<file path="config.mk">
export PLATFORM = sky130hd
export DESIGN_NAME = conv_output_packer
export DESIGN_NICKNAME = d
export VERILOG_FILES = /design/src/rtl/conv_output_packer.sv
export SDC_FILE = /design/constraint.sdc
export NUM_CORES = 1
export LEC_CHECK = 0
export ABC_CLOCK_PERIOD_IN_PS = 7600
export CAP_MARGIN = 20
export CORE_MARGIN = 1.5
export CORE_UTILIZATION = 30
export DETAILED_ROUTE_END_ITERATION = 7
export GPL_ROUTABILITY_DRIVEN = 0
export GPL_TIMING_DRIVEN = 0
export SETUP_SLACK_MARGIN = 0.4
export SKIP_CTS_REPAIR_TIMING = 1
export SLEW_MARGIN = 20
export SYNTH_ARGS = -nofsm -noshare
export SYNTH_HDL_FRONTEND = slang
export SYNTH_SLANG_ARGS = --single-unit
</file>
<file path="constraint.sdc">
create_clock -name axi_clk -period 7.6 [get_ports axi_clk]
set_input_delay 1.9 -clock axi_clk [delete_from_list [all_inputs] [get_ports axi_clk]]
set_output_delay 1.9 -clock axi_clk [all_outputs]
set_load 0.005 [all_outputs]
</file>
<file path="src/rtl/conv_output_packer.sv">
// conv_output_packer: packs accelerator results into an AXI4-Stream frame.
// Captures cSum on each cReady rising edge during RUN, buffers {last,data}
// in a first-word fall-through FIFO and tags the Nth result of a frame.
// Ports: axi_clk/axi_reset_n clock and async active-low reset; enable and
// soft_clr control; cfg_width/cfg_height image size; cSum/cReady result in;
// acc_hold backpressure; m_axis_* stream out; fifo_level, overflow,
// cfg_err, frame_done status.
// Build option: CONV_OUT_RELU_EN writes negative results as zero.
module conv_output_packer #(
  parameter int DATA_WIDTH   = 32,
  parameter int KERNEL_SIZE  = 3,
  parameter int FIFO_DEPTH   = 16,
  parameter int AFULL_MARGIN = 4
) (
  input  logic                          axi_clk,
  input  logic                          axi_reset_n,
  input  logic                          enable,
  input  logic                          soft_clr,
  input  logic [15:0]                   cfg_width,
  input  logic [15:0]                   cfg_height,
  input  logic [DATA_WIDTH-1:0]         cSum,
  input  logic                          cReady,
  output logic                          acc_hold,
  output logic [DATA_WIDTH-1:0]         m_axis_data,
  output logic                          m_axis_valid,
  input  logic                          m_axis_ready,
  output logic                          m_axis_last,
  output logic [3:0]                    m_axis_keep,
  output logic [$clog2(FIFO_DEPTH):0]   fifo_level,
  output logic                          overflow,
  output logic                          cfg_err,
  output logic                          frame_done
);

  localparam int AW = $clog2(FIFO_DEPTH);
  localparam int LW = AW + 1;
  localparam logic [15:0] K16 = 16'(KERNEL_SIZE);

  typedef enum logic [1:0] {
    IDLE,
    RUN,
    DONE
  } state_t;

  state_t state, state_nxt;

  logic                  cready_q;
  logic [LW-1:0]         wr_ptr, rd_ptr;
  logic [DATA_WIDTH:0]   mem [FIFO_DEPTH];
  logic [DATA_WIDTH:0]   head;
  logic [DATA_WIDTH-1:0] wr_data;
  logic [31:0]           cnt, n_res, n_calc;
  logic [15:0]           w_out, h_out;
  logic                  dims_ok;
  logic                  capture, wr_req, wr_en, rd_en;
  logic                  full, drop, tag;

  assign dims_ok = (cfg_width >= K16) && (cfg_height >= K16);
  assign w_out   = cfg_width - K16 + 16'd1;
  assign h_out   = cfg_height - K16 + 16'd1;
  assign n_calc  = 32'(w_out) * 32'(h_out);

  assign fifo_level   = wr_ptr - rd_ptr;
  assign full         = fifo_level == LW'(FIFO_DEPTH);
  assign m_axis_valid = fifo_level != '0;
  assign head         = mem[rd_ptr[AW-1:0]];
  assign m_axis_data  = m_axis_valid ? head[DATA_WIDTH-1:0] : '0;
  assign m_axis_last  = m_axis_valid & head[DATA_WIDTH];
  assign m_axis_keep  = m_axis_valid ? 4'hf : 4'h0;
  assign acc_hold     = fifo_level >= LW'(FIFO_DEPTH - AFULL_MARGIN);

  assign capture = cReady & ~cready_q;
  assign wr_req  = capture & (state == RUN);
  assign rd_en   = m_axis_valid & m_axis_ready;
  // A read in the same cycle frees the slot, so full+read still writes.
  assign wr_en   = wr_req & (~full | rd_en);
  assign drop    = wr_req & full & ~rd_en;
  assign tag     = cnt == (n_res - 32'd1);

  assign frame_done = state == DONE;
  assign cfg_err    = axi_reset_n & (state == IDLE)
                    & enable & ~dims_ok;

`ifdef CONV_OUT_RELU_EN
  assign wr_data = cSum[DATA_WIDTH-1] ? '0 : cSum;
`else
  assign wr_data = cSum;
`endif

  always_comb begin
    state_nxt = state;
    unique case (state)
      IDLE: if (enable && dims_ok) state_nxt = RUN;
      // A dropped last word can never be read, so finish on the drop.
      RUN:  if ((rd_en && m_axis_last) || (drop && tag))
              state_nxt = DONE;
      DONE: state_nxt = enable ? RUN : IDLE;
      default: state_nxt = IDLE;
    endcase
  end

  always_ff @(posedge axi_clk or negedge axi_reset_n) begin
    if (!axi_reset_n) begin
      state    <= IDLE;
      cready_q <= 1'b0;
      wr_ptr   <= '0;
      rd_ptr   <= '0;
      cnt      <= '0;
      n_res    <= '0;
      overflow <= 1'b0;
    end else if (soft_clr) begin
      state    <= IDLE;
      cready_q <= 1'b0;
      wr_ptr   <= '0;
      rd_ptr   <= '0;
      cnt      <= '0;
      n_res    <= '0;
      overflow <= 1'b0;
    end else begin
      state    <= state_nxt;
      cready_q <= cReady;
      if (wr_en) wr_ptr <= wr_ptr + LW'(1);
      if (rd_en) rd_ptr <= rd_ptr + LW'(1);
      if (drop) overflow <= 1'b1;
      if (wr_req) cnt <= tag ? '0 : cnt + 32'd1;
      if (state_nxt == RUN && state != RUN) n_res <= n_calc;
    end
  end

  always_ff @(posedge axi_clk) begin
    if (wr_en && !soft_clr)
      mem[wr_ptr[AW-1:0]] <= {tag, wr_data};
  end

endmodule

</file>
# Word level (Yosys, flattened, before mapping)
# Memory sizes are Yosys's and may differ from the RTL's.
# Index checks and enable logic that the tools add are counted.
# classes
add_sub_neg	9
multipliers	1
div_mod_pow	0
magnitude_cmp	3
eq_ne	6
n_shift	0
muxes	21
n_bitwise	15
reduce_logical	15
# ops
operator	n
32-bit 2-to-1 mux	6
16-bit by 1-bit adder with 16-bit output, second input constant	2
32-bit by 1-bit adder with 32-bit output, second input constant	1
32-bit == test	1
16-bit by 2-bit >= comparator with 1-bit output, second input constant	2
16-bit by 16-bit multiplier with 32-bit output	1
16-bit by 2-bit subtractor with 16-bit output, second input constant	2
32-bit by 1-bit subtractor with 32-bit output, second input constant	1
5-bit 2-to-1 mux	4
5-bit by 1-bit adder with 5-bit output, second input constant	2
1-bit bitwise AND	10
2-bit nonzero test	5
1-bit logical AND	6
1-bit 2-to-1 mux	6
2-bit 2-to-1 mux	3
2-bit case mux with 3 select lines	1
5-bit == test, second input constant	1
5-bit by 4-bit >= comparator with 1-bit output, second input constant	1
5-bit nonzero test	1
5-bit subtractor	1
2-bit by 1-bit == test with 1-bit output, second input constant	2
4-bit 2-to-1 mux	1
1-bit NOT	4
2-bit == test, second input constant	1
5 further kinds	5
# totals
regBits	78
latchBits	0
ram_bits	528
romBits	0
inputBits	70
out_inout_bits	47
elab_cells	78
memories	1
# memory_table
name	words	width	rd	rd_clocked_by_memory_dff	write_ports	line	source
mem	16	33	1	0	1	49	logic [DATA_WIDTH:0] mem [FIFO_DEPTH];

# Depth between registers and ports, before layout
# Gate-level depths: netlist of run 1.
# logic_depth
ltp_word	13
ltp_mapped	30
ltp_nobuf	28

# Least setup slack after synthesis of run 1
# Ideal clock, no wire load.
# synth_path
path_type	input -> register
startpoint	in cfg_width[1]
endpoint	reg n_res[31]
setup_time_ps	116
arrival_ps	8875
t_required_ps	7484
slack_ps	-1391
stages	25
n_path_buf	1
path_cell_list	buf_1 inv_2 ha_1 nand3_1 or3_1 xnor2_1 nand2_1 fa_1 fa_1 inv_1 fa_1 fa_1 fa_1 inv_1 fa_1 inv_1 ha_1 a21o_1 a21o_1 a21o_1 a311o_1 a31oi_1 o21ai_0 a311o_1 o311ai_0
# synth_via
elab_chain_cells	8
elab_cells_between_ends	13
# synth_lines
element	line	source
from (decl)	19	input logic [15:0] cfg_width,
parallel branches: the longest is 8 deep, another holds 16-bit by 16-bit multiplier with 32-bit output	--	
to (signal assigned)	126	if (state_nxt == RUN && state != RUN) n_res <= n_calc;
to (decl)	52	logic [31:0] cnt, n_res, n_calc;
# Parallel ways; which one is timed is not known. The select of a mux whose other input is x is not followed.
# A chain may end at the register's enable or synchronous reset.

# Worst setup path after layout of run 1
# layout_path
startpoint	in cfg_width[8]
endpoint	reg n_res[23]
# The elaborated chain is that of the path after synthesis.

==> results of run 1 <==
[cell type report]
type / instances / share of cell area, %
Buffer: 100 / 1.30
Clock buffer: 72 / 3.67
Sequential cell: 606 / 42.6
Timing Repair Buffer: 232 / 6.04
Inverter: 276 / 2.51
Tap cell: 1500 / 4.49
Clock inverter: 35 / 0.880
Multi-Input combinational cell: 1491 / 38.5
[cell families after synthesis]
kind of cell	count (synthesis)
AO/OA/AOI/OAI	197
XOR/XNOR	116
adder cells (fa/ha/maj)	312
buffers and inverters	376
flip-flops	606
multiplexers	175
AND/OR/NAND/NOR	690
[flip-flops by register name, indices dropped and copies added (netlist names)]
name and cells:
mem 528, cnt 32, n_res 32, rd_ptr 5, wr_ptr 5, state 2, cready_q 1, overflow 1
[power groups by stage]
stage | logic [mW] | clock network (mW) | registers (mW)
after floorplan | 6.44 | 0 | 3.81
after global placement | 9.14 | 0 | 3.83
after detailed placement | 9.17 | 0 | 3.83
after CTS | 9.24 | 2.95 | 3.76
after global routing | 11.4 | 3.09 | 3.77
final | 10.3 | 2.90 | 3.76
[how the worst max path moves through the flow]
| stage | startpoint | end | slack (ns) | cells past startpoint |
|---|---|---|---|---|
| after CTS | cfg_height[10] | n_res[30] | -1.94 | 24 |
| after floorplan | cfg_height[6] | n_res[31] | -0.90 | 22 |
| after global routing | cfg_height[11] | n_res[31] | -0.96 | 24 |
| after global placement | cReady | mem[0][18] | -2.63 | 6 |
| final | cfg_width[8] | n_res[23] | -0.75 | 28 |
| after detailed placement | cfg_height[10] | n_res[30] | -2.57 | 24 |
[metrics by stage]
stage | setup TNS, ns | std cells | hold slack (ns) | worst slack, ns | total power, mW
2_1_floorplan | -8.08 | 2472 | 0.486 | -0.896 | 10.2
3_3_place_gp | -492.08 | 4088 | 0.550 | -2.63 | 13.0
5_1_grt | -11.55 | 4312 | 0.576 | -0.960 | 18.3
4_1_cts | -28.73 | 4239 | 0.566 | -1.94 | 16.0
3_5_place_dp | -41.39 | 4132 | 0.558 | -2.57 | 13.0
6_report | -7.63 | 4312 | 0.565 | -0.755 | 17.0
[routing by layer]
layer  wire length [um]  up-vias  track usage, %
met1              39200    11000            21.6
met3               7260      138            3.50
met2              42300      749            25.1
li1                   -     9421               -
met5                104        -               0
met4               1560       16            2.69
[placed cells by master, fill, tap and decap left out, types with 12 or more instances in the layout]
master,synthesis,final
nor2_4,0,18
fa_1,195,190
mux4_2,165,165
nand2b_1,27,26
a21oi_1,75,64
dfrtp_1,78,78
nor3_1,37,28
xnor2_1,65,49
a21o_1,18,18
nor2_1,171,148
buf_6,3,17
nand4_1,12,12
buf_4,6,91
clkbuf_16,0,59
edfxtp_1,528,528
buf_16,0,18
inv_2,2,15
o21ai_1,17,20
xor2_4,0,16
xnor2_4,0,12
nor2b_1,51,50
clkbuf_1,69,59
clkdlybuf4s50_1,0,92
and3_1,22,19
xor2_1,51,26
nor4_1,15,12
nand3_1,52,50
and2_1,22,20
ha_1,117,106
nand2_1,217,206
clkbuf_2,0,21
inv_1,273,259
==> impl_metrics.json, run 1 <==
{
  "yosys-top-cells-area": "edfxtp_1 (47%), fa_1 (11%), mux4_2 (11%)",
  "pwr-share-comb_pct": 60.9,
  "start_util_pct": 30.3,
  "wirelength_mm": 90.4,
  "ys.flop_type": "edfxtp_1",
  "num-nets-final": 3148,
  "post-synth-top-count-cell": "edfxtp_1",
  "worst_pin_slew_ns": 1.07,
  "cp_max_fo": 4,
  "switchingPower_mw": 6.71,
  "drc": 0,
  "arrival_ns": 8.87,
  "violations": "negative setup slack",
  "muxShareOfSynthArea_pct": 11.2,
  "seq_area_frac_synth_pct": 52.3,
  "outcome": "finished with violations",
  "area_delta_synth_final_pct": 22.7,
  "rsz0062_at_grt": "yes",
  "r2r_cells": 15,
  "synth_top_family_by_area": "adder cells",
  "tritoncts": "done",
  "syn-cell-area_sq_mm": 0.0341,
  "worstPathRequired_ns": 8.11,
  "syn_inst": 2472,
  "hold_end": "cnt[17]",
  "drtIter0Drc": 1846,
  "core_area_sq_mm": 0.112,
  "wl_per_cell_um": 21.0,
  "clock.fmax_mhz": 120,
  "avgSynthCellArea_sq_um": 13.8,
  "io_pins": 117,
  "numCtsBuffers": 59,
  "worstPathBufferInverterCount": 5,
  "register_area_sq_mm": 0.0178,
  "grtUsageTotal_pct": 15.5,
  "num_rows": 123,
  "critical_path_class": "in2reg",
  "vias_per_cell": 4.94,
  "setup_viol": 15,
  "endpoint_kind": "register",
  "synth_top_area_share_pct": 46.5,
  "synth_seq_cells": 606,
  "pwr-share-clk_pct": 17.0,
  "clock-sinks": 606,
  "die_w_um": 340,
  "cell_internal_pwr_mw": 10.3,
  "cts_buffer_depth": 3,
  "die_area_sq_mm": 0.116,
  "grt_pass1_vias": 21700,
  "drt_pass1_iterations": 6,
  "path_clk_slew_ns": 0.06,
  "grt_max_degree": 45,
  "multi_input_area_sq_mm": 0.0161,
  "clk-insertion-delay-late_ns": 0.65,
  "synth_top_cells_by_count": "edfxtp_1 (528), inv_1 (273), nand2_1 (217)",
  "grt_overflow_total": 0,
  "ff2ff_setup_slack_ns": 2.46,
  "synth_area_leader_cell": "edfxtp_1",
  "worst_slack_ns": -0.755,
  "syn_nets": 2854,
  "p_per_area_mw_per_mm2": 406,
  "postSynth.asyncResetShare_pct": 12.9,
  "antenna_left": 0,
  "leakage_nw": 15.5,
  "worstSetupStartpointType": "primary input",
  "reg2reg_from": "rd_ptr[1]",
  "critical-path-top-delay-family": "adder cells",
  "synth_fa_ha_area_share_pct": 15.8,
  "p_seq_share_pct": 22.1,
  "fill_cells": 10600,
  "r2r_end": "mem[2][18]",
  "final_core_util_pct": 37.2,
  "critPathSlowestCell": "fa_1",
  "synth-compound-area-share_pct": 3.73,
  "finalInstanceArea_sq_mm": 0.0418,
  "min_period_ns": 8.35,
  "vias": 21300,
  "port_buffers": 116,
  "grt_pass1_wl_mm": 137,
  "synthSimpleGateAreaFrac_pct": 9.79,
  "hpwl_mm": 65.2,
  "root_buffer": "clkbuf_16",
  "p_sw_share_pct": 39.5,
  "slowest_delay_ns": 0.57,
  "hold_viol": 0,
  "synth_edf_count": 528,
  "relSlewSlack_pct": 28.7,
  "finalClockSkew_ns": 0.0343,
  "diodes": 0,
  "whs_path_depth": 1,
  "hp-start": "cnt[17]",
  "synth_cell_types": 78,
  "post_dp_cell_area_sq_mm": 0.0384,
  "synth_xor_area_share_pct": 2.98,
  "hp-class": "reg2reg",
  "slew_viol_final": 0,
  "ir_drop_mv": 0.689,
  "cp_common_cell": "fa_1",
  "ys_warn_count": 0,
  "antenna_found_initial": 9,
  "cts_max_level": 2,
  "drv_cap": 0,
  "die_height_um": 340,
  "fin_crit_sh_pct": 110,
  "drive_above_1_share_pct": 21.6
}
(Power assumes the default switching activity.)
==> run 2: changes to the inputs <==
--- a/config.mk
+++ b/config.mk
@@ -8,7 +8,7 @@
 export ABC_CLOCK_PERIOD_IN_PS = 7600
 export CAP_MARGIN = 20
 export CORE_MARGIN = 1.5
-export CORE_UTILIZATION = 30
+export CORE_UTILIZATION = 40
 export DETAILED_ROUTE_END_ITERATION = 7
 export GPL_ROUTABILITY_DRIVEN = 0
 export GPL_TIMING_DRIVEN = 0
==> run 2 against run 1 <==
- the flow still finishes with violations (negative setup slack)
- first-iteration DRC count down 8.0%
- largest cell class unchanged
- critical endpoint is now n_res[31]
- utilization up 12 points
- register-to-register slack worse by 0.02 ns
- cell area down 0.63%
==> impl_metrics.json, run 2 (same netlist as run 1, synthesis figures left out) <==
{
  "outcome": "finished with violations",
  "violations": "negative setup slack",
  "setup_viol": 15,
  "die_area_sq_mm": 0.0870,
  "critical_path_class": "in2reg",
  "hp-class": "reg2reg",
  "root_buffer": "clkbuf_16",
  "wirelength_mm": 87.5,
  "numCtsBuffers": 60,
  "final_common_cell": "edfxtp_1",
  "path_clk_slew_ns": 0.06,
  "drv_cap": 0,
  "die_w_um": 295,
  "clock-sinks": 606,
  "drtIter0Drc": 1698,
  "register_area_sq_mm": 0.0178,
  "die_height_um": 295,
  "worstPathRequired_ns": 8.09,
  "worst_pin_slew_ns": 1.12,
  "area_delta_synth_final_pct": 21.9,
  "grt_pass1_vias": 22100,
  "clock.fmax_mhz": 119,
  "ir_drop_mv": 0.696,
  "rsz0062_at_grt": "yes",
  "min_period_ns": 8.38,
  "cp_max_fo": 5,
  "start_util_pct": 40.6,
  "whs_path_depth": 2,
  "worstSetupStartpointType": "primary input",
  "grt_max_degree": 50,
  "cts_max_level": 2,
  "critPathSlowestCell": "clkdlybuf4s50_1",
  "hold_end": "overflow",
  "num_rows": 106,
  "wl_per_cell_um": 22.1,
  "antenna_found_initial": 6,
  "worst_slack_ns": -0.779,
  "slew_viol_final": 0,
  "hp-start": "overflow",
  "leakage_nw": 15.6,
  "pre_cts_ws_ns": -2.56,
  "slowest_delay_ns": 0.70,
  "tritoncts": "done",
  "relSlewSlack_pct": 24.7,
  "vias_per_cell": 5.43,
  "r2r_end": "mem[0][17]",
  "p_per_area_mw_per_mm2": 393,
  "port_buffers": 116,
  "finalClockSkew_ns": 0.0704,
  "hold_ws_ns": 0.513,
  "cts_buffer_depth": 3,
  "drt_pass1_iterations": 5,
  "num-nets-final": 3157,
  "drc": 0,
  "stdcell_count": 3955,
  "hpwl_mm": 63.1,
  "largest_register_ffs": 528,
  "endpoint_kind": "register",
  "r2r_cells": 16,
  "arrival_ns": 8.87,
  "drive_above_1_share_pct": 21.7,
  "grt_overflow_total": 0,
  "cp_common_cell": "fa_1",
  "diodes": 0,
  "fin_crit_sh_pct": 110,
  "crit_chain": "clkdlybuf4s50_1 > nor4_4 > nand2_4 > xor2_4 > nor2_1 > fa_1 > fa_1 > fa_1 > fa_1 > fa_1 > inv_1 > fa_1 > inv_2 > ha_4 > a21o_1 > a21o_1 > a21o_1 > a311o_1 > a31oi_4 > o21ai_2 > a311o_1 > o311ai_1",
  "multi_input_area_sq_mm": 0.0162,
  "core_area_sq_mm": 0.0840,
  "hold_viol": 0,
  "grtUsageTotal_pct": 20.2,
  "antenna_left": 0,
  "clk-insertion-delay-late_ns": 0.66,
  "fill_cells": 7092,
  "vias": 21500,
  "ff2ff_setup_slack_ns": 2.44,
  "layout_common_cells": "edfxtp_1 (528), inv_1 (268), nand2_1 (203)",
  "grt_pass1_wl_mm": 132,
  "io_pins": 117,
  "reg2reg_from": "rd_ptr[1]",
  "placed_cells": 3769
}
==> run 2: final cells by class <==
class | count | area share [%]
Sequential cell | 606 | 42.9
Multi-Input combinational cell | 1491 | 38.9
Timing Repair Buffer | 240 | 6.33
Clock buffer | 76 | 3.83
Tap cell | 1134 | 3.41
Inverter | 276 | 2.54
Buffer | 100 | 1.28
Clock inverter | 32 | 0.894
==> run 2: critical path, delay by kind of cell <==
kind,cells,cell delay (ns)
AO/OA/AOI/OAI,8,1.84
XOR/XNOR,1,0.23
adder cells (fa/ha/maj),7,3.26
buffers and inverters,3,0.80
AND/OR/NAND/NOR,3,0.82
==> run 2: metal layers <==
layer	vias to the layer above	global-route usage (%)	routed length (um)
li1	9426	-	-
met1	11200	26.6	35600
met2	701	35.1	44500
met5	-	0	52
met4	10	5.22	2230
met3	159	2.85	5090
==> run 2: per-stage QoR <==
stage	area, sq um	power, mW	utilization, %	TNS (ns)
finish	41600	16.3	49.5	-6.50
global route	41600	17.7	49.5	-9.69
CTS	40000	15.6	47.7	-25.76
detailed placement	38100	12.6	45.3	-40.43
global placement	37100	12.5	44.2	-440.30
floorplan	34500	10.2	-	-8.08
==> run 2: where the power goes <==
part           switching (mW)  internal [mW]
clock network            1.27           1.69
registers              0.0686           3.69
logic                    5.00           4.63
==> run 2: worst max-delay path by stage <==
stage,from,end,slack (ns)
after floorplan,cfg_height[6],n_res[31],-0.90
after global placement,cfg_height[10],n_res[29],-2.45
after detailed placement,cfg_height[5],n_res[30],-2.56
after CTS,cfg_height[5],n_res[30],-1.96
after global routing,cfg_height[14],n_res[31],-0.97
final,cfg_height[14],n_res[31],-0.78
==> run 3: changes to the inputs <==
--- a/config.mk
+++ b/config.mk
@@ -5,7 +5,6 @@
 export SDC_FILE = /design/constraint.sdc
 export NUM_CORES = 1
 export LEC_CHECK = 0
-export ABC_CLOCK_PERIOD_IN_PS = 7600
 export CAP_MARGIN = 20
 export CORE_MARGIN = 1.5
 export CORE_UTILIZATION = 40
@@ -14,7 +13,6 @@
 export GPL_TIMING_DRIVEN = 0
 export SETUP_SLACK_MARGIN = 0.4
 export SKIP_CTS_REPAIR_TIMING = 1
-export SLEW_MARGIN = 20
 export SYNTH_ARGS = -nofsm -noshare
 export SYNTH_HDL_FRONTEND = slang
 export SYNTH_SLANG_ARGS = --single-unit
==> run 3 against run 2 <==
- the flow still finishes with violations (negative setup slack)
- largest cell class unchanged
- cell area increased by 0.50%
- flip-flop and latch count unchanged
- worst setup slack got worse by 0.0094 ns
==> impl_metrics.json, run 3 (same netlist as run 1, synthesis figures left out) <==
{
  "min_period_ns": 8.39,
  "violations": "negative setup slack",
  "worstSetupStartpointType": "primary input",
  "largest_register_ffs": 528,
  "path_clk_slew_ns": 0.06,
  "fin_crit_sh_pct": 110,
  "port_buffers": 116,
  "grt_max_degree": 50,
  "grt_overflow_total": 0,
  "cp_common_cell": "fa_1",
  "worstPathBufferInverterCount": 5,
  "drtIter0Drc": 1561,
  "core_area_sq_mm": 0.0840,
  "die_w_um": 295,
  "stdcell_count": 3979,
  "hold_viol": 0,
  "globalRouteMet1Util_pct": 26.6,
  "start_util_pct": 40.6,
  "area_delta_synth_final_pct": 22.5,
  "cts_max_level": 2,
  "root_buffer": "clkbuf_16",
  "leakage_nw": 15.6,
  "die_height_um": 295,
  "tritoncts": "done",
  "endpoint_kind": "register",
  "met3_usage_pct": 2.84,
  "p_per_area_mw_per_mm2": 419,
  "ir_drop_mv": 0.923,
  "worst_pin_slew_ns": 1.10,
  "wl_per_cell_um": 21.9,
  "grtUsageTotal_pct": 20.1,
  "worstPathRequired_ns": 8.08,
  "num_rows": 106,
  "antenna_found_initial": 5,
  "hpwl_mm": 61.5,
  "hp-class": "reg2reg",
  "arrival_ns": 8.87,
  "drv_cap": 0,
  "fin_total_pwr_mw": 17.5,
  "die_area_sq_mm": 0.0870,
  "pre_cts_ws_ns": -2.51,
  "final_common_cell": "edfxtp_1",
  "diodes": 0,
  "io_pins": 117,
  "num-nets-final": 3181,
  "grt_pass1_vias": 22100,
  "slowest_delay_ns": 0.55,
  "vias": 21500,
  "finalInstanceArea_sq_mm": 0.0418,
  "critPathSlowestCell": "or4_4",
  "drc": 0,
  "slew_viol_final": 0,
  "hold_ws_ns": 0.504,
  "critical-path-top-delay-family": "adder cells",
  "final_core_util_pct": 49.7,
  "drt_pass1_iterations": 5,
  "cts_buffer_depth": 3,
  "post_dp_cell_area_sq_mm": 0.0378,
  "vias_per_cell": 5.41,
  "placed_cells": 3756,
  "grt_pass1_wl_mm": 131,
  "numCtsBuffers": 60,
  "finalClockSkew_ns": 0.0776,
  "clock.fmax_mhz": 119,
  "grt_util_met2_pct": 34.8,
  "critical_path_class": "in2reg",
  "clk-insertion-delay-late_ns": 0.66,
  "setup_tns_ns": -7.16,
  "clock-sinks": 606,
  "antenna_left": 0,
  "layout_common_cells": "edfxtp_1 (528), inv_1 (257), nand2_1 (202)",
  "cp_max_fo": 6,
  "grt-busiest-layer": "met2",
  "worst_slack_ns": -0.788,
  "outcome": "finished with violations",
  "rsz0062_at_grt": "yes",
  "setup_viol": 15,
  "wirelength_mm": 87.2,
  "drive_above_1_share_pct": 23.3,
  "relSlewSlack_pct": 25.5
}
run 3: area by class of cell:
cell class                 count  area [sq um]
buffer                       100           523
clock buffer                  67          1530
clock inverter                41           434
fill                        7085         42200
inverter                     276          1060
multi-input combinational   1491         16300
sequential                   606         17800
tap                         1134          1420
timing repair buffer         264          2720
run 3: per-layer routing:
metal	vias up	part of all wire [%]	wire length (um)
met5	-	0.068	59
met4	10	2.6	2290
met3	173	5.7	4970
met2	642	51	44200
met1	11200	41	35700
li1	9463	-	-
run 3: power by group:
group | total [mW] | leakage, nW | switching [mW] | internal (mW)
Clock | 2.94 | 0.934 | 1.28 | 1.66
Sequential | 3.76 | 5.86 | 0.0678 | 3.69
Combinational | 10.8 | 8.81 | 5.41 | 5.38
Total | 17.5 | 15.6 | 6.76 | 10.7
run 3: tightest hold or removal path, cell delays in order (launching register included):
cell and delay, ns:
dfrtp_1 0.35, a21oi_1 0.04, nor2_1 0.07
run 3: final timing paths:
check                      slack (ns)  depth (start not counted)     startpoint         end
max                             -0.79                         25  cfg_height[5]   n_res[31]
min                              0.50                          2       overflow    overflow
max reg2reg                      2.56                         15      rd_ptr[1]  mem[3][18]
min reg2reg                      0.50                          2       overflow    overflow
max in group asynchronous        5.73                          2    axi_reset_n    cready_q
min in group asynchronous        1.25                          1    axi_reset_n    n_res[0]
